File: src/rtl/uart_tx_arbiter.sv
// Round-robin, packet-granular arbiter sharing one debug UART transmitter
// between NREQ byte sources, paced by the transmitter busy flag.
module uart_tx_arbiter #(
    parameter int unsigned NREQ         = 4,
    parameter int unsigned LOCK_TIMEOUT = 68000
) (
    input  logic              sys_clk_i,
    input  logic              sys_rst_i,
    input  logic [NREQ-1:0]   req_valid_i,
    input  logic [8*NREQ-1:0] req_data_i,
    input  logic [NREQ-1:0]   req_last_i,
    output logic [NREQ-1:0]   req_ready_o,
    output logic [NREQ-1:0]   grant_o,
    output logic              lock_o,
    output logic              timeout_o,
    output logic              uart_wr_o,
    output logic [7:0]        uart_dat_o,
    input  logic              uart_busy_i
);

    localparam int unsigned IDX_W = (NREQ > 1) ? $clog2(NREQ) : 1;
    localparam int unsigned CNT_W = $clog2(LOCK_TIMEOUT);
    localparam logic [CNT_W-1:0] CNT_MAX  = CNT_W'(LOCK_TIMEOUT - 1);
    localparam logic [IDX_W-1:0] IDX_LAST = IDX_W'(NREQ - 1);

    typedef enum logic [1:0] {
        IDLE    = 2'd0,
        ISSUE   = 2'd1,
        WAIT_HI = 2'd2,
        WAIT_LO = 2'd3
    } state_t;

    state_t            state_q, state_d;
    logic [IDX_W-1:0]  rr_q, rr_d;
    logic [IDX_W-1:0]  owner_q, owner_d;
    logic [CNT_W-1:0]  cnt_q, cnt_d;
    logic [NREQ-1:0]   grant_d;
    logic              lock_d;
    logic              timeout_d;
    logic              wr_d;
    logic [7:0]        dat_d;

    logic              sel_found;
    logic [IDX_W-1:0]  sel_idx;
    logic [IDX_W-1:0]  cand;

    // Pick the requester to serve this cycle: locked owner only, else first valid from rr_q.
    always_comb begin
        sel_found = 1'b0;
        sel_idx   = '0;
        cand      = '0;
        if (state_q == IDLE && !uart_busy_i) begin
            if (lock_o) begin
                sel_found = req_valid_i[owner_q];
                sel_idx   = owner_q;
            end else begin
                for (int unsigned k = 0; k < NREQ; k++) begin
                    cand = IDX_W'((32'(rr_q) + k) % NREQ);
                    if (!sel_found && req_valid_i[cand]) begin
                        sel_found = 1'b1;
                        sel_idx   = cand;
                    end
                end
            end
        end
    end

    always_comb begin
        req_ready_o = '0;
        if (sel_found && !sys_rst_i) begin
            req_ready_o[sel_idx] = 1'b1;
        end
    end

    // Next-state and next-output logic.
    always_comb begin
        state_d   = state_q;
        rr_d      = rr_q;
        owner_d   = owner_q;
        cnt_d     = cnt_q;
        grant_d   = grant_o;
        lock_d    = lock_o;
        timeout_d = 1'b0;
        dat_d     = uart_dat_o;

        case (state_q)
            IDLE: begin
                if (sel_found) begin
                    state_d = ISSUE;
                    dat_d   = req_data_i[{sel_idx, 3'b000} +: 8];
                    owner_d = sel_idx;
                    cnt_d   = '0;
                    if (req_last_i[sel_idx]) begin
                        lock_d  = 1'b0;
                        grant_d = '0;
                        rr_d    = (sel_idx == IDX_LAST) ? '0 : sel_idx + 1'b1;
                    end else begin
                        lock_d  = 1'b1;
                        grant_d = NREQ'(1) << sel_idx;
                    end
                end else if (lock_o && !req_valid_i[owner_q]) begin
                    // Owner went quiet mid-packet; release after the idle budget.
                    if (cnt_q == CNT_MAX) begin
                        lock_d    = 1'b0;
                        grant_d   = '0;
                        timeout_d = 1'b1;
                        cnt_d     = '0;
                        rr_d      = (owner_q == IDX_LAST) ? '0 : owner_q + 1'b1;
                    end else begin
                        cnt_d = cnt_q + 1'b1;
                    end
                end
            end
            ISSUE:   state_d = WAIT_HI;
            WAIT_HI: if (uart_busy_i)  state_d = WAIT_LO;
            WAIT_LO: if (!uart_busy_i) state_d = IDLE;
            default: state_d = IDLE;
        endcase

        if (!lock_d) begin
            cnt_d = '0;
        end
        wr_d = (state_d == ISSUE);
    end

    always_ff @(posedge sys_clk_i or posedge sys_rst_i) begin
        if (sys_rst_i) begin
            state_q    <= IDLE;
            rr_q       <= '0;
            owner_q    <= '0;
            cnt_q      <= '0;
            grant_o    <= '0;
            lock_o     <= 1'b0;
            timeout_o  <= 1'b0;
            uart_wr_o  <= 1'b0;
            uart_dat_o <= 8'h00;
        end else begin
            state_q    <= state_d;
            rr_q       <= rr_d;
            owner_q    <= owner_d;
            cnt_q      <= cnt_d;
            grant_o    <= grant_d;
            lock_o     <= lock_d;
            timeout_o  <= timeout_d;
            uart_wr_o  <= wr_d;
            uart_dat_o <= dat_d;
        end
    end

endmodule

File: config.mk
export PLATFORM = sky130hd
export DESIGN_NAME = uart_tx_arbiter
export DESIGN_NICKNAME = d
export VERILOG_FILES = /design/src/rtl/uart_tx_arbiter.sv
export SDC_FILE = /design/constraint.sdc
export NUM_CORES = 1
export LEC_CHECK = 0
export CAP_MARGIN = 20
export CORE_ASPECT_RATIO = 0.8
export CORE_UTILIZATION = 44
export CTS_CLUSTER_SIZE = 28
export DETAILED_ROUTE_END_ITERATION = 6
export PLACE_DENSITY = 0.79
export SLEW_MARGIN = 20
export SYNTH_ARGS = -nofsm -noshare
export SYNTH_HDL_FRONTEND = slang
export SYNTH_SLANG_ARGS = --single-unit
File: constraint.sdc
create_clock -name sys_clk_i -period 3.4 [get_ports sys_clk_i]
set_clock_uncertainty 0.2 [all_clocks]
set_input_delay 0.85 -clock sys_clk_i [delete_from_list [all_inputs] [get_ports sys_clk_i]]
set_output_delay 0.85 -clock sys_clk_i [all_outputs]
set_load 0.05 [all_outputs]
==> impl_metrics.ini <==
[critical_path]
worstPathRequired_ns = 2.35
rrSetupSlack_ns = 0.61
cp_data_arrival_time_ns = 2.31
path_max_fanout = 6
rr_startpoint = owner_q[0]
rr_endpoint = rr_q[0]
crit_path_end_kind = output pin
worstSetupStartpoint = uart_busy_i
path_class = primary input to output pin
reg2reg_depth = 10
worst_setup_path_start_kind = primary input

[synthesis]
syn_avg_cell_area_um2 = 8.898
synth_simple_gate_area_frac = 0.2562
synth_mux_area_frac = 0.08795
yosys_warnings = 0
yosys.area_share.adder = 0.03257
synth.ff_latch_count = 38
synth_top_family_by_area = simple AND/OR/NAND/NOR gates
synthDistinctLibCells = 42
synth_nets = 308
yosys_most_used_dff = dfrtp_1
synthXorXnorAreaFrac = 0.04180
synth_cells = 259
seq_area_frac_synth = 0.4126
synth_top_area_frac = 0.4126
synth_edf_count = 0
synth_area_um2 = 2305
synth-compound-area-share = 0.1287
async_flop_share = 1.000
netlist_top_cells_area = dfrtp_1, nand2_1, o21ai_0
yosysTopAreaCell = dfrtp_1

[power]
p_leak_nw = 1.424
p_sw_frac = 0.4308
internal-power_w = 0.001054
p_clk_frac = 0.160
pwr-share-seq = 0.340
p_comb_frac = 0.500
vdd_drop_max_mv = 0.4529
total_power_w = 0.001851
powerDensity_nw_per_um2 = 536.7
netSwitchingPower_w = 0.0007972

[run]
maxCapViolations = 0

[grt]
met3_usage = 0.04213
track_usage = 0.2313
overflow = 0
use_met2 = 0.3289
grt_pass1_wl_um = 9970
grt_max_degree = 33
antenna_found_initial = 0
busiest_layer = met1
grtUsageMet1 = 0.3479
grt_pass1_vias = 1993

[routing]
wl_per_cell_um = 15.75
vias_per_cell = 5.481
dr.pass1.iters = 4
finalWirelength_um = 6490
drt_iter0_markers = 178
vias = 2258
antenna_left = 0
drc = 0

[finish]
stdcell_count = 412
nets = 399
area_delta_synth_final_pct = 49.62
n_fill_cell = 376
drive_gt1_frac = 0.2429
antenna-diode-count = 0

[floorplanning]
ios = 62
coreArea_um2 = 5036
rows = 23
dieHeight_um = 66.74
die-area_um2 = 5533
initial_core_util = 0.4576
die_x_um = 82.92

[cts]
cts_root_buffer = clkbuf_8
clockBufferDepth = 2
cts_buffers = 5
tritoncts = done
path_clk_slew_ns = 0.07
h-tree-depth = 2
clock_sinks = 38
clock_latency_ns = 0.29

[timing]
finalHoldViolations = 0
worst_slew_pin_slew_ns = 0.5266
max-slew-margin-rel = 0.6478
finalCritPeriodShare = 0.9893
fin_crit_ns = 3.364
slew_violations = 0
setup_viol_count_final = 0
fmax_mhz = 297.3

[hold_path]
holdCritPathClass = flop to flop
hold_end = uart_dat_o[6]
holdPathStages = 2
holdCritStartpoint = uart_dat_o[6]

[place]
io_buffers = 61
dpl.hpwl_um = 4564
place.gp.congestion = 0.8428
dp_cells = 399

[status]
status = finished clean
-- cells in the final DEF, fill, tap and decap left out, types with 3 or more instances in the layout --
cell             Yosys  routed
clkdlybuf4s50_1      0      52
dfrtp_1             38      38
nand2_1             35      35
buf_4                0      29
nor2_1              27      26
o21ai_0             25      24
mux2i_1              9       9
xor2_1               9       9
nand4_1              8       8
inv_1                9       8
a21oi_1             10       8
nand3_1              9       8
mux2_2               8       8
nor3_1               7       7
clkbuf_8             0       5
a22o_1               4       4
or3_1                5       4
and3_4               0       4
nor2b_1              5       3
ha_4                 0       3
buf_2                2       3
buf_6                2       3
buf_12               0       3
-- state kept, by name, summed over array words and instances, names as in the netlist --
signal and flops:
uart_dat_o 8, state_q 2, rr_q 2, grant_o 4
cnt_q 17, timeout_o 1, lock_o 1, uart_wr_o 1
owner_q 2
-- through the flow --
| stage | instance area, um2 | hold slack (ns) | utilization | TNS (ns) | setup slack [ns] |
|---|---|---|---|---|---|
| floorplan | 2336 | 0.2631 | - | 0 | 0.006234 |
| global placement | 3188 | 0.2634 | 0.6330 | -3.039 | -0.3967 |
| detailed placement | 3188 | 0.2691 | 0.6330 | -3.622 | -0.4108 |
| CTS | 3391 | 0.2858 | 0.6733 | 0 | 0.008749 |
| global route | 3448 | 0.3178 | 0.6847 | -0.06316 | -0.02177 |
| finish | 3448 | 0.2928 | 0.6847 | 0 | 0.03635 |
-- repair_timing --
| item | in CTS | in global routing |
|---|---|---|
| endpoints found under the setup margin | 4 | 4 |
| pin swaps | 11 | 6 |
| setup buffers | 3 | 3 |
| hold buffers | 0 | 0 |
| resized for setup | 38 | 16 |
-- power by group through the flow --
stage | Clock [W] | Combinational, W | Sequential [W]
2_1_floorplan | 0 | 0.000316 | 0.000820
3_3_place_gp | 0 | 0.000817 | 0.000625
3_5_place_dp | 0 | 0.000827 | 0.000626
4_1_cts | 0.000298 | 0.000880 | 0.000622
5_1_grt | 0.000324 | 0.000983 | 0.000639
6_report | 0.000296 | 0.000926 | 0.000629
-- worst max-delay path, stage by stage --
cell and delay (ns):
buf_2 0.11, or3_4 0.39, buf_6 0.14, or3_4 0.40
inv_4 0.10, and3_4 0.20, buf_8 0.14
-- cells by family (layout without fill, tap and decap cells) --
family / Yosys count / in the layout
muxes: 18 / 18
DFF: 38 / 38
xor gates and xnor gates: 11 / 11
buffers and inverters: 20 / 111
adders and majority gates: 6 / 6
AOI/OAI and AO/OA: 49 / 49
and+or+nand+nor: 117 / 117
-- cell type report --
| class | count | area [um2] | area share |
|---|---|---|---|
| Timing Repair Buffer | 93 | 872.1 | 0.2529 |
| Sequential cell | 38 | 950.9 | 0.2758 |
| Multi-Input combinational cell | 201 | 1423 | 0.4126 |
| Clock buffer | 5 | 68.82 | 0.01996 |
| Tap cell | 62 | 77.57 | 0.02250 |
| Clock inverter | 2 | 10.01 | 0.002903 |
| Inverter | 11 | 46.29 | 0.01343 |
-- metal layers --
layer  wire (um)  part of all wire
met1        3106              0.48
met2        2920              0.45
met3         336             0.052
met4         127             0.020
met5           0                 0
-- synth_stat cells (all sizes together), types with 3 or more instances --
cell     number
mux2          8
o21ai        25
a21oi        11
nor2b         5
nand4         8
buf           4
a22o          4
inv          11
dfrtp        38
nand2        36
and3          6
clkbuf        5
nor2         28
nand3         9
mux2i         9
xor2          9
or3           6
ha            6
o2111ai       3
nor3          7
and2          4
-- worst max path at each step --
stage,slack (ns),to
2_1_floorplan,0.006,req_ready_o[3]
3_3_place_gp,-0.40,req_ready_o[0]
3_5_place_dp,-0.41,req_ready_o[0]
4_1_cts,0.009,req_ready_o[0]
5_1_grt,-0.02,req_ready_o[3]
6_report,0.04,req_ready_o[0]
Power figures use the tool's default switching activity.
